===== config.mk =====
export PLATFORM = sky130hd
export DESIGN_NAME = uart_tx
export DESIGN_NICKNAME = d
export VERILOG_FILES = /design/src/rtl/uart_tx_pkg.sv /design/src/rtl/uart_baud_timer.sv /design/src/rtl/uart_tx.sv
export SDC_FILE = /design/constraint.sdc
export NUM_CORES = 1
export LEC_CHECK = 0
export BUFFER_PORTS_ARGS = -buffer_cell sky130_fd_sc_hd__buf_2
export CORE_MARGIN = 5
export CORE_UTILIZATION = 45
export CTS_CLUSTER_DIAMETER = 60
export DETAILED_ROUTE_END_ITERATION = 10
export PLACE_DENSITY = 0.75
export REMOVE_ABC_BUFFERS = 1
export SLEW_MARGIN = 10
export SYNTH_ARGS = -nofsm -noshare
export SYNTH_HDL_FRONTEND = slang
export SYNTH_SLANG_ARGS = --single-unit

===== constraint.sdc =====
create_clock -name clk -period 2.6 [get_ports clk]
set_input_delay 0.13 -clock clk [delete_from_list [all_inputs] [get_ports clk]]
set_output_delay 0.13 -clock clk [all_outputs]
set_load 0.1 [all_outputs]

===== src/rtl/uart_tx_pkg.sv =====
// -----------------------------------------------------------------------------
// uart_tx_pkg
//   Shared UART definitions used by the transmitter, the receiver and the
//   common baud timer:
//     - config field widths (delay frames, data bits)
//     - parity encodings (none / odd / even; 3 behaves as none)
//     - stop-bit encodings (0/1 one, 2 two, 3 one-and-a-half)
//     - transmitter FSM state type
//     - small helpers for decoding the runtime config bus
// -----------------------------------------------------------------------------
package uart_tx_pkg;

    // Config bus field widths
    localparam int UART_CONFIG_WIDTH_DELAYFRAMES = 16;
    localparam int UART_CONFIG_WIDTH_DATABITS    = 8;

    // Parity encodings on UART_CONFIG_PARITY
    localparam logic [1:0] UART_PARITY_NONE = 2'd0;
    localparam logic [1:0] UART_PARITY_ODD  = 2'd1;
    localparam logic [1:0] UART_PARITY_EVEN = 2'd2;

    // Stop-bit encodings on UART_CONFIG_STOPBITS (0 also means one stop bit)
    localparam logic [1:0] UART_STOPBITS_1   = 2'd1;
    localparam logic [1:0] UART_STOPBITS_2   = 2'd2;
    localparam logic [1:0] UART_STOPBITS_1_5 = 2'd3;

    typedef enum logic [2:0] {
        ST_IDLE   = 3'd0,
        ST_START  = 3'd1,
        ST_DATA   = 3'd2,
        ST_PARITY = 3'd3,
        ST_STOP   = 3'd4
    } tx_state_t;

    // Only odd and even generate a parity bit; encoding 3 is treated as none.
    function automatic logic parity_enabled(input logic [1:0] parity);
        return (parity == UART_PARITY_ODD) || (parity == UART_PARITY_EVEN);
    endfunction

    // A request of 0 bits, or more bits than the datapath holds, sends a
    // full-width word instead.
    function automatic logic [4:0] clamp_databits(input logic [4:0] req,
                                                  input int         max_bits);
        int max_v;
        max_v = max_bits;
        if ((req == 5'd0) || (int'(req) > max_v)) begin
            return max_v[4:0];
        end
        return req;
    endfunction

    // True when the stop field selects a single full stop bit.
    function automatic logic stop_is_single(input logic [1:0] stopbits);
        return (stopbits != UART_STOPBITS_2) && (stopbits != UART_STOPBITS_1_5);
    endfunction

endpackage


===== src/rtl/uart_baud_timer.sv =====
// -----------------------------------------------------------------------------
// uart_baud_timer
//   Bit-period timer. A load starts a period of load_val clocks; tick is high
//   on the last clock of that period. almost is high on the clock before the
//   last one, so a registered flag can be set to line up with tick.
//   load_val must be at least 1. When not reloaded the counter rests at 0 with
//   tick held high; users ignore tick while idle.
//
//   Ports:
//     clk       system clock
//     rst       asynchronous active-high reset
//     load      start a new period this clock
//     load_val  period length in clocks (>= 1)
//     tick      last clock of the current period
//     almost    second-to-last clock of the current period
// -----------------------------------------------------------------------------
module uart_baud_timer #(
    parameter int COUNTER_WIDTH = 16
) (
    input  logic                     clk,
    input  logic                     rst,
    input  logic                     load,
    input  logic [COUNTER_WIDTH-1:0] load_val,
    output logic                     tick,
    output logic                     almost
);

    logic [COUNTER_WIDTH-1:0] cnt;

    // The counter holds "clocks remaining after this one", so a period of N
    // clocks runs N-1 down to 0.
    always_ff @(posedge clk or posedge rst) begin
        if (rst) begin
            cnt <= '0;
        end else if (load) begin
            cnt <= load_val - COUNTER_WIDTH'(1);
        end else if (cnt != '0) begin
            cnt <= cnt - COUNTER_WIDTH'(1);
        end
    end

    assign tick   = (cnt == '0);
    assign almost = (cnt == COUNTER_WIDTH'(1));

endmodule


===== src/rtl/uart_tx.sv =====
// -----------------------------------------------------------------------------
// uart_tx
//   Configurable UART transmitter. One word per frame: start bit, data bits
//   LSB first, optional parity, then 1, 1.5 or 2 stop bits. The data word and
//   the whole config bus are captured when a frame is accepted, so later
//   changes only affect the next frame.
//
//   Handshake: a word is accepted on a rising edge where uart_tx_start and
//   uart_tx_ready are both high. Ready is high only while idle; a start seen
//   while busy is dropped, never queued. Holding start high across the end of
//   a frame sends the next word after exactly one idle-high clock.
//
//   Ports:
//     clk                       system clock
//     rst                       asynchronous active-high reset
//     datain                    word to send (low DATABITS bits used)
//     uart_tx_start             send request
//     uart_tx_ready             idle and able to accept (registered)
//     uart_tx_done              1-clk pulse on the last clock of the frame
//     uart_txpin                serial line, idle high (registered)
//     UART_CONFIG_DELAY_FRAMES  clocks per bit (values below 2 act as 2)
//     UART_CONFIG_DATABITS      data bits per frame (0 or too large = DATA_WIDTH)
//     UART_CONFIG_PARITY        0 none, 1 odd, 2 even, 3 none
//     UART_CONFIG_STOPBITS      0/1 one, 2 two, 3 one-and-a-half
//     state_dbg                 current FSM state (tx_state_t encoding)
// -----------------------------------------------------------------------------
module uart_tx
    import uart_tx_pkg::*;
#(
    parameter int COUNTER_WIDTH = UART_CONFIG_WIDTH_DELAYFRAMES,
    parameter int DATA_WIDTH    = UART_CONFIG_WIDTH_DATABITS
) (
    input  logic                     clk,
    input  logic                     rst,
    input  logic [DATA_WIDTH-1:0]    datain,
    input  logic                     uart_tx_start,
    output logic                     uart_tx_ready,
    output logic                     uart_tx_done,
    output logic                     uart_txpin,
    input  logic [COUNTER_WIDTH-1:0] UART_CONFIG_DELAY_FRAMES,
    input  logic [4:0]               UART_CONFIG_DATABITS,
    input  logic [1:0]               UART_CONFIG_PARITY,
    input  logic [1:0]               UART_CONFIG_STOPBITS,
    output logic [2:0]               state_dbg
);

    tx_state_t                state;

    // Frame shadow registers, loaded on accept
    logic [DATA_WIDTH-1:0]    shreg;
    logic [4:0]               nbits_r;
    logic [4:0]               bit_idx;
    logic                     par_en_r;
    logic                     par_acc;
    logic                     stop_one_r;
    logic                     stop_half_r;
    logic                     stop_second;
    logic [COUNTER_WIDTH-1:0] delay_r;

    // Timer interface
    logic                     tmr_load;
    logic [COUNTER_WIDTH-1:0] tmr_val;
    logic                     tick;
    logic                     almost;

    // Decode
    logic                     accept;
    logic                     last_data;
    logic                     final_seg;
    logic                     enter_final;
    logic                     done_set;
    logic [COUNTER_WIDTH-1:0] eff_delay;

    assign state_dbg = state;

    uart_baud_timer #(
        .COUNTER_WIDTH (COUNTER_WIDTH)
    ) u_baud_timer (
        .clk      (clk),
        .rst      (rst),
        .load     (tmr_load),
        .load_val (tmr_val),
        .tick     (tick),
        .almost   (almost)
    );

    // A bit period shorter than 2 clocks would leave no room for the
    // half stop bit, so it is raised to 2.
    assign eff_delay = (UART_CONFIG_DELAY_FRAMES < COUNTER_WIDTH'(2)) ?
                       COUNTER_WIDTH'(2) : UART_CONFIG_DELAY_FRAMES;

    // Timer reload and done-pulse scheduling.
    // The stop time is split into two segments (full bit, then a full or half
    // bit) so the counter never needs to hold twice the bit period.
    // done is registered, so it is raised one clock ahead of the final tick;
    // a final segment only 1 clock long raises it as the segment is loaded.
    always_comb begin
        accept      = (state == ST_IDLE) && uart_tx_start && uart_tx_ready;
        last_data   = (bit_idx == (nbits_r - 5'd1));
        final_seg   = stop_one_r || stop_second;
        tmr_load    = 1'b0;
        tmr_val     = delay_r;
        enter_final = 1'b0;
        case (state)
            ST_IDLE: begin
                if (accept) begin
                    tmr_load = 1'b1;
                    tmr_val  = eff_delay;
                end
            end
            ST_START: begin
                tmr_load = tick;
            end
            ST_DATA: begin
                tmr_load    = tick;
                enter_final = tick && last_data && !par_en_r && stop_one_r;
            end
            ST_PARITY: begin
                tmr_load    = tick;
                enter_final = tick && stop_one_r;
            end
            ST_STOP: begin
                if (tick && !final_seg) begin
                    tmr_load    = 1'b1;
                    enter_final = 1'b1;
                    if (stop_half_r) begin
                        tmr_val = delay_r >> 1;
                    end
                end
            end
            default: begin
                tmr_load = 1'b0;
            end
        endcase
        done_set = (enter_final && (tmr_val == COUNTER_WIDTH'(1))) ||
                   ((state == ST_STOP) && final_seg && !tick && almost);
    end

    always_ff @(posedge clk or posedge rst) begin
        if (rst) begin
            state         <= ST_IDLE;
            uart_txpin    <= 1'b1;
            uart_tx_ready <= 1'b1;
            uart_tx_done  <= 1'b0;
            shreg         <= '0;
            nbits_r       <= 5'd0;
            bit_idx       <= 5'd0;
            par_en_r      <= 1'b0;
            par_acc       <= 1'b0;
            stop_one_r    <= 1'b1;
            stop_half_r   <= 1'b0;
            stop_second   <= 1'b0;
            delay_r       <= '0;
        end else begin
            uart_tx_done <= done_set;
            case (state)
                ST_IDLE: begin
                    uart_txpin <= 1'b1;
                    if (accept) begin
                        shreg         <= datain;
                        nbits_r       <= clamp_databits(UART_CONFIG_DATABITS, DATA_WIDTH);
                        par_en_r      <= parity_enabled(UART_CONFIG_PARITY);
                        // Seeding with 1 for odd parity makes the running XOR
                        // come out as the odd parity bit directly.
                        par_acc       <= (UART_CONFIG_PARITY == UART_PARITY_ODD);
                        stop_one_r    <= stop_is_single(UART_CONFIG_STOPBITS);
                        stop_half_r   <= (UART_CONFIG_STOPBITS == UART_STOPBITS_1_5);
                        stop_second   <= 1'b0;
                        delay_r       <= eff_delay;
                        bit_idx       <= 5'd0;
                        uart_txpin    <= 1'b0;
                        uart_tx_ready <= 1'b0;
                        state         <= ST_START;
                    end
                end

                ST_START: begin
                    if (tick) begin
                        uart_txpin <= shreg[0];
                        par_acc    <= par_acc ^ shreg[0];
                        shreg      <= shreg >> 1;
                        bit_idx    <= 5'd0;
                        state      <= ST_DATA;
                    end
                end

                ST_DATA: begin
                    if (tick) begin
                        if (last_data) begin
                            if (par_en_r) begin
                                uart_txpin <= par_acc;
                                state      <= ST_PARITY;
                            end else begin
                                uart_txpin  <= 1'b1;
                                stop_second <= 1'b0;
                                state       <= ST_STOP;
                            end
                        end else begin
                            uart_txpin <= shreg[0];
                            par_acc    <= par_acc ^ shreg[0];
                            shreg      <= shreg >> 1;
                            bit_idx    <= bit_idx + 5'd1;
                        end
                    end
                end

                ST_PARITY: begin
                    if (tick) begin
                        uart_txpin  <= 1'b1;
                        stop_second <= 1'b0;
                        state       <= ST_STOP;
                    end
                end

                ST_STOP: begin
                    if (tick) begin
                        if (final_seg) begin
                            uart_tx_ready <= 1'b1;
                            state         <= ST_IDLE;
                        end else begin
                            stop_second <= 1'b1;
                        end
                    end
                end

                default: begin
                    uart_txpin    <= 1'b1;
                    uart_tx_ready <= 1'b1;
                    state         <= ST_IDLE;
                end
            endcase
        end
    end

endmodule

Yosys cells after proc, flatten, opt, wreduce, memory -nomap -nowiden
Cells that the tools add are included.
Storage, ports and cells
  register bits after elaboration: 61
  latch bits: 0
  memory bits (writable): 0
  bits of input ports: 36
  memories kept: 0
  word-level logic and storage cells: 136
  ROM bits: 0
  output and inout port bits: 6
Cells by class
  equality and inequality tests: 22
  muxes and demuxes: 58
  multipliers: 0
  reductions and logical operators: 33
  add/sub/neg operators: 4
  order comparisons: 2
  divide/modulo/power cells: 0
  shifts and indexed selects: 0
  bitwise logic cells: 3
Operator list (count)
  16-bit two-way mux: 6
  16-bit by 1-bit equality test with 1-bit output (second input constant): 2
  8-bit two-way mux: 4
  16-bit one-hot mux with 2 select lines: 1
  16-bit by 1-bit subtractor with 16-bit output (second input constant): 2
  5-bit two-way mux: 6
  1-bit two-way mux: 24
  3-bit two-way mux: 8
  2-bit != test (second input constant): 12
  8-bit one-hot mux with 3 select lines: 1
  16-bit zero test: 1
  16-bit by 2-bit < comparator with 1-bit output (second input constant): 1
  16-bit nonzero test: 1
  3-bit one-hot mux with 5 select lines: 1
  5-bit one-hot mux with 3 select lines: 1
  1-bit logical AND: 12
  1-bit one-hot mux with 3 select lines: 4
  4-bit AND reduction: 2
  8-bit AND reduction: 1
  7-bit AND reduction: 1
  3-bit by 2-bit equality test with 1-bit output (second input constant): 2
  5-bit by 1-bit adder with 5-bit output (second input constant): 1
  5-bit equality test: 1
  5-bit by 4-bit greater-than comparator with 1-bit output (second input constant): 1
  other kinds (19): 26

Depth between registers and ports, before layout
Gate-level depths: netlist of the first run.
  depth after elaboration: 8
  mapped depth: 12
  mapped depth without buffers: 11

Cells and area by module
Synthesis of the first run repeated with hierarchy kept, for this count alone.
Unflattened totals
  cells, all modules: 455
  area, all modules: 3886.2 µm²
Modules (own cells, without submodules)
  uart_tx: instances 1, area an instance 2613.8 µm², cells an instance 319
  uart_baud_timer: instances 1, area an instance 1272.5 µm², cells an instance 136

Worst setup path after synthesis of the first run
OpenSTA, ideal clock, no wires.
  path type: register -> register
  start: register state[2] (netlist: state_dbg[2])
  end: register u_baud_timer.cnt[15]
  path slack: -685 ps
  data required time: 2499 ps
  arrival: 3184 ps
  stages on the path, launching flop included: 11
  library setup time: 101 ps
  cells stage by stage: dfrtp_1 > or3b_2 > clkbuf_1 > nor2_1 > and3_1 > buf_4 > o211ai_1 > nor4_1 > nand3_2 > o21a_1 > o32ai_1
On the way
  longest elaborated chain between the ends: 7
  elaborated cells on any way between the ends: 15
  classes of those cells: 1 x add/sub; 4 x eq/ne; 5 x mux; 5 x reduce/logical
Ends and longest elaborated chain
  start: declaration: line uart_tx.sv:47  | tx_state_t state;
  start signal: assignment: line uart_tx.sv:141  | state <= ST_IDLE;
  start signal: assignment: line uart_tx.sv:173  | state <= ST_START;
  start signal: assignment: line uart_tx.sv:183  | state <= ST_DATA;
  3-bit zero test: line uart_tx.sv:98, uart_tx.sv:104
  1-bit logical AND (2 in a row): line uart_tx.sv:98  | accept = (state == ST_IDLE) && uart_tx_start && uart_tx_ready;
  16-bit two-way mux: line uart_tx.sv:106  | if (accept) begin
  16-bit one-hot mux with 2 select lines: line uart_tx.sv:104  | case (state)
  16-bit by 1-bit subtractor with 16-bit output: line uart_baud_timer.sv:36  | cnt <= load_val - COUNTER_WIDTH'(1);
  16-bit two-way mux: line uart_baud_timer.sv:35  | end else if (load) begin
  end signal: assignment: line uart_baud_timer.sv:36
  end signal: assignment: line uart_baud_timer.sv:38  | cnt <= cnt - COUNTER_WIDTH'(1);
  end: declaration: line uart_baud_timer.sv:28  | logic [COUNTER_WIDTH-1:0] cnt;
Parallel ways exist; a longest one is shown, timed or not.
A chain may end at the register's enable or synchronous reset.

Final worst setup path of the first run
  start: register u_baud_timer.cnt[13]
  end: register u_baud_timer.cnt[15]
On the way
  longest elaborated chain between the ends: 6
  elaborated cells on any way between the ends: 12
  classes of those cells: 2 x add/sub; 6 x mux; 4 x reduce/logical
Ends and longest elaborated chain
  16-bit zero test: line uart_baud_timer.sv:42  | assign tick = (cnt == '0);
  1-bit logical AND: line uart_tx.sv:123  | if (tick && !final_seg) begin
  16-bit two-way mux: line uart_tx.sv:123
  16-bit one-hot mux with 2 select lines: line uart_tx.sv:104
  16-bit by 1-bit subtractor with 16-bit output: line uart_baud_timer.sv:36
  16-bit two-way mux: line uart_baud_timer.sv:35
Parallel ways exist; a longest one is shown, timed or not. The select of a mux whose other input is x is not followed.

==> results.ini, run 1 <==
[status]
outcome=finished, violations left
violations=negative setup slack

[die]
num_rows=34
initial_utilization_pct=45.6
die_x_um=103
die_y_um=103
io-pin-count=42
coreArea_mm2=0.00859
dieArea_mm2=0.0107

[critical_path]
critical_path_class=flop to flop
cp.arrival_ns=3.18
cp.required_ns=2.85
crit_fanout=3
critPathLaunchType=flop
cp-end-kind=flop

[synth]
synthArstFlopShare_pct=100
seq_area_frac_synth_pct=39.1
synth_edf_count=0
synth_cells=450
yosys.area.top_type=dfrtp_1
synth_most_common_cell=nand2_1
ys_top_cells_by_area=dfrtp_1 (37%), nand2_1 (6.8%), o21ai_0 (4.2%)
yosysWarnings=0
netlist_top_cells_count=nand2_1 (71), dfrtp_1 (58), o21ai_0 (33)
synthFlopType=dfrtp_1
synth.distinct_cells=62
syn_avg_cell_area_um2=8.70
synth_top_cell_area_share_pct=37.1
ys_ff_latch=61
synth_area_mm2=0.00392

[route]
wl_per_cell_um=18.4
viasPerCell=6.00
drc_errors=0
first_pass_iters=5
num_vias=4276
wl_mm=13.1
first_iter_violations=357
ant_nets=0

[sta]
fin_hold_ws_ns=0.0138
rsz0062_at_grt=true
hold_viol=0
finalMaxSlewViolations=0
fmax_mhz=342
worst_slew_margin_rel_pct=33.6
setup_tns_ns=-4.39
worst_pin_slew_ns=0.994
fin_worst_skew_ns=0.0111
setup_violations=27
setup_ws_ns=-0.326
fin_crit_ns=2.93
fin_crit_sh_pct=113

[run]
cap_violations=0

[layout]
fillers=638
multi_input_area_mm2=0.00260
nNetsFinal=644
areaGrowthSynthToFinish_pct=47.6
design_area_mm2=0.00578
final_util_pct=67.3
antenna_cells=0
final_cells=713
drive_gt1_share_pct=40.0
final-seq-area_mm2=0.00153

[cts]
cts_tree=done
clock_sinks=61
path_clk_slew_ns=0.08
cts_root_buf=clkbuf_8
cts_buffers=9
clockBufferDepth=2
clock_latency_ns=0.35
htree_levels=3

[placement]
place_area_mm2=0.00486
dp.cells=669
gp_congestion=0.965
dp_hpwl_mm=8.57
numPortBuffers=41

[global_route]
antenna_found_initial=0
grt_pass1_vias=4075
grt_max_degree=48
overflow=0
track_usage_pct=23.2
grt_pass1_wl_mm=19.6

[min_path]
hold_class=primary input to flop

[power_and_ir_drop]
power_per_cell_area_mw_per_mm2=365
p_leak_nw=2.61
irDropWorstVdd_mv=0.553

## worst paths after layout
path                                               from                   end  slack (ns)  cells past startpoint
setup / recovery                   u_baud_timer.cnt[13]  u_baud_timer.cnt[15]       -0.33                     11
hold / removal             UART_CONFIG_DELAY_FRAMES[12]           delay_r[12]        0.01                      3
setup reg to reg                   u_baud_timer.cnt[13]  u_baud_timer.cnt[15]       -0.33                     11
hold reg to reg                              nbits_r[4]            nbits_r[4]        0.51                      1
max in group asynchronous                           rst               par_acc        1.85                      3
min in group asynchronous                           rst   u_baud_timer.cnt[3]        0.02                      2
## critical path, stage by stage, from the launching register on
cell,delay (ns)
dfrtp_1,0.38
or4_4,0.57
nor2_4,0.17
buf_4,0.15
buf_4,0.13
a21oi_4,0.06
a221o_1,0.41
nor4_4,0.32
buf_4,0.17
nand3_4,0.08
o21a_1,0.20
o32ai_2,0.19
## power breakdown
group | internal [mW] | switching (mW) | leakage [nW]
Clock | 0.642 | 0.431 | 0.120
Combinational | 0.0324 | 0.0440 | 1.76
Sequential | 0.954 | 0.00597 | 0.734
## flip-flops by register name, indices dropped and copies added (netlist names), 3 cells and up
signal,count
delay_r,16
u_baud_timer.cnt,16
shreg,8
bit_idx,5
nbits_r,5
state_dbg,3
## cell families after synthesis
kind of cell               after synthesis  synth area share, %
AOI/OAI and AO/OA                      111                 18.9
xor gates and xnor gates                37                 8.63
adders and majority gates                8                 2.56
buffers and inverters                   37                 3.83
DFF                                     61                 39.1
muxes                                   11                 2.84
and+or+nand+nor                        185                 24.2
## stage by stage
step           setup slack [ns]  total power, mW
2_1_floorplan             -1.22             1.00
3_3_place_gp             -0.275             1.04
6_report                 -0.326             2.11
5_1_grt                  -0.423             2.18
4_1_cts                  -0.179             2.10
3_5_place_dp             -0.370             1.05
## layout make-up
| class | instances | share of cell area, % |
|---|---|---|
| inverter | 17 | 1.10 |
| clock buffer | 9 | 2.14 |
| timing repair buffer | 159 | 20.8 |
| sequential | 61 | 26.5 |
| tap | 108 | 2.34 |
| clock inverter | 7 | 2.14 |
| multi-input combinational | 352 | 45.0 |
## per-layer routing
layer / routed length (um) / track usage [%]
met5: 0 / 0
met1: 5250 / 30.2
met3: 731 / 3.82
met4: 468 / 9.26
met2: 6660 / 38.5
## placed cells by master, fill, tap and decap left out, types with 4 or more instances in the layout
master    Yosys  layout
clkbuf_8      0       9
o21ai_1       0       6
buf_2         3      41
nor4_1        8       8
dfrtp_1      58      58
inv_1        17      14
a22oi_1       6       6
o211ai_1      6       6
nor3_1       12      10
nand2_2       0       6
nor2_1       32      30
a21oi_1      15      11
buf_4         2      97
nand2_4       0       6
xor2_1       18      18
nand2_1      71      59
o22ai_1      15      15
a221o_1       5       5
xnor2_1      18      17
o21ai_0      33      22
nand4_1      12      12
nand3_1      14      10
o21a_1        5       5
mux2i_1      10       9
buf_6         0      16
nand3_2       2       4
o21ai_2       0       5
ha_1          8       5
## timing repair
item | in CTS | in global routing
resized for setup | 42 | 65
endpoints found under the setup margin | 29 | 29
pin swaps | 23 | 42
setup buffers | 14 | 13
hold buffers | 1 | 0
gates cloned | 1 | 1
endpoints found under the hold margin | 1 | 0
(Power assumes the default switching activity.)
==> run 2, diff against run 1 <==
SYNTH_HIERARCHICAL = 1   (was unset)
==> run 2 against run 1 <==
Compared with the run above:
- clock power decreased by 18%
- highest routed layer unchanged
- combinational power decreased by 8.4%
- register-to-register slack got worse by 0.66 ns
- global-route usage decreased by 0.24 points
- critical path depth increased by 7
- area after synthesis decreased by 0.77%
- total power decreased by 10%
- synthesized cell count increased by 1.1%
- hold slack improved by 0.0013 ns
- the flow still finishes with violations (negative setup slack)
- non-clock buffer count unchanged
==> results.ini, run 2 <==
[sta]
finalMaxSlewViolations=0
rsz0062_at_grt=true
setup_tns_ns=-14.68
fmax_mhz=279
fin_crit_ns=3.59
worst_pin_slew_ns=0.956
hold_viol=0
fin_worst_skew_ns=0.0209
setup_ws_ns=-0.987
worst_slew_margin_rel_pct=36.2
fin_crit_sh_pct=138
setup_violations=34

[power_and_ir_drop]
pwr-share-clk_pct=46.2
irDropWorstVdd_mv=0.366
p_leak_nw=2.79
p_int_mw=1.42
seq_power_share_pct=50.1
power_per_cell_area_mw_per_mm2=334
net-switching-power_uw=469
swShare_pct=24.8
p_comb_share_pct=3.7

[route]
num_vias=4132
first_iter_violations=305
ant_nets=0
first_pass_iters=5
viasPerCell=5.76
drc_errors=0
wl_per_cell_um=17.4
wl_mm=12.5

[global_route]
grt_max_degree=46
track_usage_pct=22.9
grt_pass1_wl_mm=19.1
antenna_found_initial=0
overflow=0
grt_pass1_vias=4012

[synth]
yosysWarnings=6
synth_top_cell_area_share_pct=37.3
netlist_top_cells_count=nand2_1 (93), dfrtp_1 (58), nor2_1 (33)
ys_top_cells_by_area=dfrtp_1 (37%), nand2_1 (9.0%), mux2i_1 (4.1%)
syn_avg_cell_area_um2=8.54
synth_most_common_cell=nand2_1
synth.distinct_cells=62
yosys.area.top_type=dfrtp_1
synth_area_mm2=0.00389
synth_cells=455
ys_ff_latch=61
synthFlopType=dfrtp_1
synthArstFlopShare_pct=100
synth_edf_count=0
seq_area_frac_synth_pct=39.4

[die]
num_rows=34
die_x_um=103
io-pin-count=42
initial_utilization_pct=45.4
coreArea_mm2=0.00855
dieArea_mm2=0.0106
die_y_um=103

[critical_path]
critPathLaunchType=flop
crit_fanout=4
critical_path_class=flop to flop
cp.arrival_ns=3.82
cp.required_ns=2.83
cp-end-kind=flop

[cts]
path_clk_slew_ns=0.09
htree_levels=3
clockBufferDepth=2
clock_latency_ns=0.36
cts_root_buf=clkbuf_8
cts_tree=done
clock_sinks=61
cts_buffers=9

[run]
cap_violations=0

[placement]
numPortBuffers=41
post-place-ws_ns=-0.922
dp.cells=668
gp_congestion=0.959
dp_hpwl_mm=7.73

[layout]
areaGrowthSynthToFinish_pct=45.9
reg_top3=delay_r x16, u_baud_timer/cnt x16, shreg x8
layout_common_cells=buf_4 (99), nand2_1 (86), dfrtp_1 (58), buf_2 (41), nor2_1 (31)
drive_gt1_share_pct=40.4
nNetsFinal=646
final_cells=717
antenna_cells=0
final_common_cell=buf_4

[min_path]
hold_class=primary input to flop

[status]
outcome=finished, violations left
violations=negative setup slack

[run 2: changes by cell type after synthesis, moves of 10 or more]
cell	delta
a21oi_1	+11
nand2_1	+22
nand3_1	+12
nand4_1	-10
o21ai_0	-11
o22ai_1	-15
[run 2: metrics by stage]
step	power (mW)	hold slack [ns]	util (%)	instance area, um^2
6_report	1.89	0.0151	66.3	5670
5_1_grt	1.96	0.0219	66.3	5670
4_1_cts	1.88	0.0128	63.0	5390
3_5_place_dp	1.03	0.234	55.7	4760
3_3_place_gp	1.03	0.232	55.7	4760
2_1_floorplan	0.987	0.0437	-	3770
[run 2: worst max-delay path: stages, from the launching register on]
cell      delay, ns
dfrtp_1        0.40
inv_2          0.09
ha_4           0.13
or4b_4         0.48
nor2b_4        0.14
and2_4         0.17
nand2_4        0.06
buf_4          0.13
buf_4          0.12
o21ai_0        0.14
o31a_1         0.22
o221ai_2       0.15
inv_1          0.17
ha_4           0.17
nand3b_1       0.17
buf_6          0.18
nor4_2         0.18
xor2_1         0.14
a22o_2         0.23
[run 2: what timing repair did]
action | in CTS | in global routing
hold endpoints to repair | 18 | 0
pin swaps | 28 | 21
resized for setup | 58 | 39
hold buffers | 3 | 0
setup endpoints to repair | 31 | 32
cloned | 3 | 1
buffers inserted | 15 | 17
[run 2: kinds of logic (layout without fill, tap and decap cells)]
logic type	Yosys count	in the layout	synth area share, %
AO/OA/AOI/OAI	87	87	14.4
flip-flops	61	61	39.4
buffers and inverters	35	189	4.31
AND/OR/NAND/NOR	220	220	29.0
XOR/XNOR	29	29	6.54
multiplexers	17	17	4.41
adder cells (fa/ha/maj)	6	6	1.93
[run 2: metal layers]
metal | share of wire (%) | vias up | global-route usage, %
li1 | - | 1905 | -
met1 | 39 | 1999 | 27.9
met2 | 51 | 179 | 39.9
met3 | 6.0 | 49 | 3.59
met4 | 4.2 | 0 | 10.4
met5 | 0 | - | 0
[run 2: final cells by class]
class                           count  area [um^2]
Multi-Input combinational cell    359         2540
Fill cell                         622         2880
Clock inverter                      7         75.1
Sequential cell                    61         1530
Tap cell                          108          135
Inverter                           14         52.6
Clock buffer                        9          124
Timing Repair Buffer              159         1210
[run 2: power groups by stage]
stage          Clock, mW  Sequential [mW]  Combinational [mW]
2_1_floorplan          0            0.967              0.0203
6_report           0.874            0.948              0.0700
5_1_grt            0.929            0.948              0.0785
3_5_place_dp           0            0.967              0.0656
3_3_place_gp           0            0.967              0.0644
4_1_cts            0.865            0.948              0.0697
[run 2: path summary, 6_finish.rpt]
check / start / endpoint / slack [ns] / cells after the start
min in group asynchronous: rst / u_baud_timer/cnt[3] / 0.39 / 3
min reg2reg: delay_r[0] / delay_r[0] / 0.48 / 2
max: u_baud_timer/cnt[0] / u_baud_timer/cnt[10] / -0.99 / 18
max reg2reg: u_baud_timer/cnt[0] / u_baud_timer/cnt[10] / -0.99 / 18
max in group asynchronous: rst / delay_r[6] / 1.45 / 3
min: UART_CONFIG_DELAY_FRAMES[15] / delay_r[15] / 0.02 / 3
